File: src/rtl/stack_ctrl_pkg.sv
// rtl/stack_ctrl_pkg.sv - shared opcode, error and state types for the stack sequencer
package stack_ctrl_pkg;

  localparam int W_DEF     = 8;
  localparam int DEPTH_DEF = 32;

  typedef enum logic [2:0] {
    OP_PUSH = 3'b000,
    OP_POP  = 3'b001,
    OP_TOS  = 3'b010,
    OP_ADD  = 3'b011,
    OP_SUB  = 3'b100,
    OP_AND  = 3'b101,
    OP_NOT  = 3'b110,
    OP_ILL  = 3'b111
  } op_e;

  typedef enum logic [1:0] {
    ERR_OK    = 2'b00,
    ERR_UNDER = 2'b01,
    ERR_OVER  = 2'b10,
    ERR_ILL   = 2'b11
  } err_e;

  typedef enum logic [2:0] {
    S_IDLE, S_PUSH, S_POP1, S_CAP1, S_POP2, S_CAP2, S_PUSHR, S_DONE
  } state_e;

  function automatic logic is_binary(op_e op);
    return (op == OP_ADD) || (op == OP_SUB) || (op == OP_AND);
  endfunction

endpackage

File: src/rtl/stack_ctrl_if.sv
// rtl/stack_ctrl_if.sv - command/response handshake bundle of the stack sequencer
interface stack_ctrl_if #(parameter int W = 8);

  logic         cmd_valid;
  logic         cmd_ready;
  logic [2:0]   cmd_op;
  logic [W-1:0] cmd_data;
  logic         rsp_valid;
  logic         rsp_ready;
  logic [W-1:0] rsp_data;
  logic [1:0]   rsp_err;

  modport master (
    output cmd_valid, cmd_op, cmd_data, rsp_ready,
    input  cmd_ready, rsp_valid, rsp_data, rsp_err
  );

  modport slave (
    input  cmd_valid, cmd_op, cmd_data, rsp_ready,
    output cmd_ready, rsp_valid, rsp_data, rsp_err
  );

endinterface

File: src/rtl/stack_ctrl_alu.sv
// rtl/stack_ctrl_alu.sv - combinational ALU; a is the deeper operand, b the top
module stack_alu
  import stack_ctrl_pkg::*;
#(
  parameter int W = W_DEF
) (
  input  op_e          op,
  input  logic [W-1:0] a,
  input  logic [W-1:0] b,
  output logic [W-1:0] y
);

  always_comb begin
    y = '0;
    case (op)
      OP_ADD:  y = a + b;
      OP_SUB:  y = a - b;
      OP_AND:  y = a & b;
      OP_NOT:  y = ~b;
      default: y = '0;
    endcase
  end

endmodule

File: src/rtl/stack_ctrl.sv
// rtl/stack_ctrl.sv - sequencer driving push/pop/tos strobes of the 32-entry stack
module stack_ctrl
  import stack_ctrl_pkg::*;
#(
  parameter int W     = W_DEF,
  parameter int DEPTH = DEPTH_DEF,
  parameter int DW    = $clog2(DEPTH + 1)
) (
  input  logic          clk,
  input  logic          rst_n,
  stack_ctrl_if.slave   bus,
  output logic          stk_push,
  output logic          stk_pop,
  output logic          stk_tos,
  output logic [W-1:0]  stk_din,
  input  logic [W-1:0]  stk_dout,
  output logic [DW-1:0] depth,
  output logic          full,
  output logic          empty
);

  localparam logic [DW-1:0] DEPTH_C = DW'(DEPTH);

  state_e        state;
  op_e           op_q;
  logic [W-1:0]  data_q;
  logic [W-1:0]  opa;
  logic [W-1:0]  opb;
  logic [W-1:0]  rsp_data_q;
  err_e          rsp_err_q;
  logic [DW-1:0] depth_q;
  logic [W-1:0]  alu_y;
  op_e           cmd_op_e;
  err_e          chk_err;

  assign cmd_op_e = op_e'(bus.cmd_op);

  stack_alu #(.W(W)) u_alu (
    .op (op_q),
    .a  (opa),
    .b  (opb),
    .y  (alu_y)
  );

  // Legality is judged against the depth at accept time; the sequence never re-checks.
  always_comb begin
    chk_err = ERR_OK;
    case (cmd_op_e)
      OP_ILL:                  chk_err = ERR_ILL;
      OP_PUSH:                 if (depth_q == DEPTH_C) chk_err = ERR_OVER;
      OP_POP, OP_TOS, OP_NOT:  if (depth_q == '0) chk_err = ERR_UNDER;
      default:                 if (depth_q < DW'(2)) chk_err = ERR_UNDER;
    endcase
  end

  always_ff @(posedge clk or negedge rst_n) begin
    if (!rst_n) begin
      state      <= S_IDLE;
      op_q       <= OP_PUSH;
      data_q     <= '0;
      opa        <= '0;
      opb        <= '0;
      rsp_data_q <= '0;
      rsp_err_q  <= ERR_OK;
      depth_q    <= '0;
    end else begin
      case (state)
        S_IDLE: begin
          if (bus.cmd_valid) begin
            op_q      <= cmd_op_e;
            data_q    <= bus.cmd_data;
            rsp_err_q <= chk_err;
            if (chk_err != ERR_OK) begin
              rsp_data_q <= '0;
              state      <= S_DONE;
            end else if (cmd_op_e == OP_PUSH) begin
              state <= S_PUSH;
            end else begin
              state <= S_POP1;
            end
          end
        end
        S_PUSH: begin
          depth_q    <= depth_q + DW'(1);
          rsp_data_q <= data_q;
          state      <= S_DONE;
        end
        S_POP1: begin
          if (op_q != OP_TOS) depth_q <= depth_q - DW'(1);
          state <= S_CAP1;
        end
        S_CAP1: begin
          opb <= stk_dout;
          if (op_q == OP_POP || op_q == OP_TOS) begin
            rsp_data_q <= stk_dout;
            state      <= S_DONE;
          end else if (is_binary(op_q)) begin
            state <= S_POP2;
          end else begin
            state <= S_PUSHR;
          end
        end
        S_POP2: begin
          depth_q <= depth_q - DW'(1);
          state   <= S_CAP2;
        end
        S_CAP2: begin
          opa   <= stk_dout;
          state <= S_PUSHR;
        end
        S_PUSHR: begin
          depth_q    <= depth_q + DW'(1);
          rsp_data_q <= alu_y;
          state      <= S_DONE;
        end
        S_DONE: begin
          if (bus.rsp_ready) state <= S_IDLE;
        end
        default: state <= S_IDLE;
      endcase
    end
  end

  // Strobes come straight from the state register so they are one cycle wide and exclusive.
  assign stk_push = (state == S_PUSH) || (state == S_PUSHR);
  assign stk_pop  = ((state == S_POP1) && (op_q != OP_TOS)) || (state == S_POP2);
  assign stk_tos  = (state == S_POP1) && (op_q == OP_TOS);
  assign stk_din  = (state == S_PUSH)  ? data_q :
                    (state == S_PUSHR) ? alu_y  : '0;

  assign bus.cmd_ready = (state == S_IDLE);
  assign bus.rsp_valid = (state == S_DONE);
  assign bus.rsp_data  = rsp_data_q;
  assign bus.rsp_err   = rsp_err_q;

  assign depth = depth_q;
  assign full  = (depth_q == DEPTH_C);
  assign empty = (depth_q == '0);

endmodule
File: src/flat_wrapper.sv
// flat-port wrapper written by rule: the top's interface ports become plain ports
module stack_ctrl_flat import stack_ctrl_pkg::*;
#(
  parameter int W     = W_DEF,
  parameter int DEPTH = DEPTH_DEF,
  parameter int DW    = $clog2(DEPTH + 1)
)
  (clk, rst_n, stk_push, stk_pop, stk_tos, stk_din, stk_dout, depth, full, empty, bus_cmd_valid, bus_cmd_op, bus_cmd_data, bus_rsp_ready, bus_cmd_ready, bus_rsp_valid, bus_rsp_data, bus_rsp_err);
  stack_ctrl_if #(.W(W)) bus_i ();
  input  logic clk;
  input  logic rst_n;
  output logic stk_push;
  output logic stk_pop;
  output logic stk_tos;
  output logic [W-1:0] stk_din;
  input  logic [W-1:0] stk_dout;
  output logic [DW-1:0] depth;
  output logic full;
  output logic empty;
  input wire logic [$bits(bus_i.cmd_valid)-1:0] bus_cmd_valid;
  input wire logic [$bits(bus_i.cmd_op)-1:0] bus_cmd_op;
  input wire logic [$bits(bus_i.cmd_data)-1:0] bus_cmd_data;
  input wire logic [$bits(bus_i.rsp_ready)-1:0] bus_rsp_ready;
  output wire logic [$bits(bus_i.cmd_ready)-1:0] bus_cmd_ready;
  output wire logic [$bits(bus_i.rsp_valid)-1:0] bus_rsp_valid;
  output wire logic [$bits(bus_i.rsp_data)-1:0] bus_rsp_data;
  output wire logic [$bits(bus_i.rsp_err)-1:0] bus_rsp_err;
  assign bus_i.cmd_valid = bus_cmd_valid;
  assign bus_i.cmd_op = bus_cmd_op;
  assign bus_i.cmd_data = bus_cmd_data;
  assign bus_i.rsp_ready = bus_rsp_ready;
  assign bus_cmd_ready = bus_i.cmd_ready;
  assign bus_rsp_valid = bus_i.rsp_valid;
  assign bus_rsp_data = bus_i.rsp_data;
  assign bus_rsp_err = bus_i.rsp_err;
  stack_ctrl #(.W(W), .DEPTH(DEPTH), .DW(DW)) u_core (.clk(clk), .rst_n(rst_n), .bus(bus_i), .stk_push(stk_push), .stk_pop(stk_pop), .stk_tos(stk_tos), .stk_din(stk_din), .stk_dout(stk_dout), .depth(depth), .full(full), .empty(empty));
endmodule
File: config.mk
export PLATFORM = sky130hd
export DESIGN_NAME = stack_ctrl_flat
export DESIGN_NICKNAME = d
export VERILOG_FILES = /design/src/rtl/stack_ctrl_pkg.sv /design/src/rtl/stack_ctrl_if.sv /design/src/rtl/stack_ctrl_alu.sv /design/src/rtl/stack_ctrl.sv /design/src/flat_wrapper.sv
export SDC_FILE = /design/constraint.sdc
export NUM_CORES = 1
export LEC_CHECK = 0
export ABC_AREA = 1
export CORE_MARGIN = 10
export CORE_UTILIZATION = 45
export CTS_CLUSTER_DIAMETER = 120
export CTS_CLUSTER_SIZE = 40
export DETAILED_ROUTE_END_ITERATION = 10
export PLACE_DENSITY = 0.81
export SETUP_SLACK_MARGIN = 0.05
export SKIP_CTS_REPAIR_TIMING = 1
export SYNTH_ARGS = -nofsm -noshare
export SYNTH_HDL_FRONTEND = slang
export SYNTH_SLANG_ARGS = --single-unit
File: constraint.sdc
create_clock -name clk -period 3.2 [get_ports clk]
set_input_delay 0.48 -clock clk [delete_from_list [all_inputs] [get_ports clk]]
set_output_delay 0.48 -clock clk [all_outputs]
set_load 0.02 [all_outputs]
==> out/summary.txt, run 1 <==
Largest net degree at the start of global routing -> 47
Minimum clock period -> 3.306 ns
Vias in the first global route -> 2958
Rows -> 29
RSZ-0062 raised after global routing -> yes
Residual DRC -> 0
Routability congestion estimate -> 0.8864
P per Cell Area -> 1347 nW/um^2
Fill cell count -> 552
Outcome -> finished, violations left
Routed WL per cell -> 15.63 microns
Leak -> 2.037 nW
CP Class -> reg2out
Vias -> 2997
Fmax -> 302.5 MHz
Setup ws final -> -0.1062 ns
Syn. warnings -> 0
Critical Path Source Type -> flip-flop
Crit path buffers/inverters -> 7
Commonest non-fill, non-tap cell in the layout -> nand2_1
Clock-pin slew on the worst setup and hold paths -> 0.08 ns
CP endpoint kind -> output port
CP required -> 2.72 ns
Mapped Area -> 2997 sq um
Inserted Diodes -> 0
Syn avg cell area -> 7.492 sq um
Die Ht -> 101.6 microns
Drt total wl -> 8.628 mm
Max rail drop VDD -> 0.0006699 V
Post-synthesis cell count -> 400
Sequential fraction of the synthesis area -> 38.41%
Vias per inst -> 5.429
Final worst-path cycle share -> 103.3%
Initial antenna violation count -> 0
Area growth syn-to-layout -> 31.40%
Worst path most repeated cell -> nand2_1
Worst slew margin -> 32.27%
Clk sinks -> 46
Synthesis-stage register bit count -> 46
Synth Net Count -> 438
Register Area -> 1152 sq um
Full die area -> 10320 sq um
CTS root buf -> clkbuf_8
Slew Viols, Final -> 0
CTS tree -> built
Nets -> 512
First-pass GRT wire length -> 14.01 mm
Setup violators final -> 1
Failing checks -> negative setup slack
Port-buffer cells -> 53
Post-synthesis cell type count -> 41
Clock Latency Late Sink -> 0.30 ns
CP top delay family -> simple AND/OR/NAND/NOR gates
Die W -> 101.6 microns
Placed Area -> 3714 sq um
Starting DRT DRC Count -> 233
Critical path cell sequence -> inv_2 -> ha_1 -> inv_1 -> nor3_2 -> inv_1 -> o31ai_2 -> xor2_1 -> inv_1 -> ha_4 -> nand2_1 -> inv_1 -> nand2_1 -> nand2_1 -> a21oi_2 -> inv_1 -> nand2_1 -> nand3_1 -> nand2_1 -> nand2_1 -> nand2_1 -> buf_4
Synth area leaders -> dfrtp_1 (38%), nand2_1 (16%), ha_1 (5.4%)
Synth area leader -> dfrtp_1
Hold crit path type -> in2async
Htree depth -> 2
Clock Path Buffers -> 2
Maximum capacitance violations -> 0
Pwr Total -> 0.005304 W
Final design instance area without fill -> 3938 sq um
Most frequent cells in the layout -> nand2_1 (126), clkdlybuf4s50_1 (45), dfrtp_1 (45), inv_1 (36), nor2_1 (27)
Num CTS Buffers -> 5
Area share of the largest cell type after synthesis -> 38.41%
Hpwl dp -> 6.326 mm
Core area -> 6422 sq um
Worst Max-Slew Pin Slew -> 1.016 ns
WP data arrival -> 2.83 ns
DRT Pass-1 Iters -> 5
Critical Path Max Stage Delay -> 0.39 ns
Total global routing overflow -> 0
Initial core utilization -> 46.66%
Skew final -> 0.005517 ns
CP max FO -> 4
Layout cells sized above 1 -> 17.47%
I/O pin total -> 54
Multi-input logic area -> 1723 sq um
CP max-delay cell -> dfrtp_1
Tot GR Track Use -> 16.62%
Final Hold Viols -> 0
Routed Antenna Nets -> 0
-- state kept, by name, indices dropped and copies added, names as in the netlist --
register and cells:
u_core.bus.rsp_err 2, u_core.bus.rsp_data 8, u_core.depth 6, u_core.op_q 3
u_core.state 3, u_core.opa 8, u_core.opb 8, u_core.data_q 8
-- cell usage after synthesis --
| cell | n |
|---|---|
| nand2_1 | 129 |
| dfrtp_1 | 46 |
| inv_1 | 39 |
| nor2_1 | 27 |
| nand3_1 | 26 |
| o21ai_0 | 23 |
| a21oi_1 | 14 |
| ha_1 | 13 |
| nor3_1 | 11 |
| xor2_1 | 9 |
| a31oi_1 | 6 |
| inv_2 | 6 |
| mux2_2 | 6 |
| inv_4 | 3 |
| nand2_4 | 3 |
| nor2_2 | 3 |
| o21ai_1 | 3 |
| o22ai_1 | 3 |
| a22oi_1 | 2 |
| buf_2 | 2 |
| clkbuf_1 | 2 |
| fa_1 | 2 |
| nand4_1 | 2 |
| o31ai_1 | 2 |
| or2_2 | 2 |
| a211oi_2 | 1 |
| a21boi_1 | 1 |
| a21o_1 | 1 |
| buf_4 | 1 |
| clkinv_1 | 1 |
| nand2_2 | 1 |
| nand3_2 | 1 |
| nand3b_1 | 1 |
| nor2_4 | 1 |
| nor2_8 | 1 |
| nor3_2 | 1 |
| nor4_1 | 1 |
| o211ai_4 | 1 |
| o21a_1 | 1 |
| o221ai_1 | 1 |
| xnor2_1 | 1 |
-- routing by layer --
metal	global-route usage, %	wire, microns	up-vias
met5	0	0	-
met4	5.391	148	0
met3	3.268	555	13
met2	28.33	4289	114
met1	20.56	3634	1413
li1	-	-	1457
-- worst paths after layout --
| path | from | endpoint | slack, ns | cells after the start |
|---|---|---|---|---|
| max | u_core.opb[0]$_DFFE_PN0P_ | stk_din[7] | -0.11 | 21 |
| max reg2reg | u_core.opb[0]$_DFFE_PN0P_ | u_core.bus.rsp_data[7]$_DFFE_PN0P_ | 0.63 | 21 |
| min reg2reg | u_core.data_q[1]$_DFFE_PN0P_ | u_core.data_q[1]$_DFFE_PN0P_ | 0.48 | 2 |
| min | rst_n | u_core.depth[0]$_DFFE_PN0P_ | 0.35 | 1 |
| max in group asynchronous | rst_n | u_core.opb[2]$_DFFE_PN0P_ | 2.16 | 1 |
| min in group clk | u_core.data_q[1]$_DFFE_PN0P_ | u_core.data_q[1]$_DFFE_PN0P_ | 0.48 | 2 |
-- layout make-up --
type	count	area share (%)
multi-input combinational	300	43.76
sequential	46	29.27
timing repair buffer	72	16.90
inverter	49	4.862
tap	77	2.447
clock buffer	5	1.748
clock inverter	3	1.017
-- logic make-up after synthesis --
family          Yosys count  synth area share [%]
simple gates            210                 30.69
compound gates           59                 11.73
buf+inv                  54                 7.223
flops                    46                 38.41
fa+ha+maj                15                 6.764
xor+xnor                 10                 2.923
mux                       6                 2.255
-- stage by stage --
stage          worst slack (ns)  std cells  setup TNS (ns)  util, %  hold slack (ns)
6_report                -0.1062        552         -0.1062    61.31           0.3546
3_3_place_gp            -0.1960        541         -0.2731    57.82           0.4632
3_5_place_dp            -0.2379        541         -0.4770    57.82           0.4670
2_1_floorplan            0.3658        400               0        -           0.1844
4_1_cts                 -0.5680        549          -2.526    59.52           0.3863
5_1_grt                 -0.3264        552         -0.4648    61.31           0.4365
-- power breakdown --
part / internal (W) / switching, W / total, W
logic: 0.00158 / 0.00216 / 0.00373
clock network: 0.000230 / 0.000198 / 0.000428
registers: 0.000871 / 0.000272 / 0.00114
total: 0.00268 / 0.00263 / 0.00530
Power figures use the tool's default switching activity.
==> inputs of run 2 (changes only) <==
--- a/config.mk
+++ b/config.mk
@@ -11,6 +11,7 @@
 export CTS_CLUSTER_DIAMETER = 120
 export CTS_CLUSTER_SIZE = 40
 export DETAILED_ROUTE_END_ITERATION = 10
+export GPL_ROUTABILITY_DRIVEN = 0
 export PLACE_DENSITY = 0.81
 export SETUP_SLACK_MARGIN = 0.05
 export SKIP_CTS_REPAIR_TIMING = 1
==> results of run 2 <==
The final DEF is identical to that of run 1; final timing and power are the same.
==> inputs of run 3 (changes only) <==
--- a/config.mk
+++ b/config.mk
@@ -6,8 +6,10 @@
 export NUM_CORES = 1
 export LEC_CHECK = 0
 export ABC_AREA = 1
+export ABC_CLOCK_PERIOD_IN_PS = 3200
 export CORE_MARGIN = 10
 export CORE_UTILIZATION = 45
+export CTS_BUF_LIST = sky130_fd_sc_hd__clkbuf_4 sky130_fd_sc_hd__clkbuf_8
 export CTS_CLUSTER_DIAMETER = 120
 export CTS_CLUSTER_SIZE = 40
 export DETAILED_ROUTE_END_ITERATION = 10
==> results of run 3 <==
The final DEF is identical to that of run 1; final timing and power are the same.
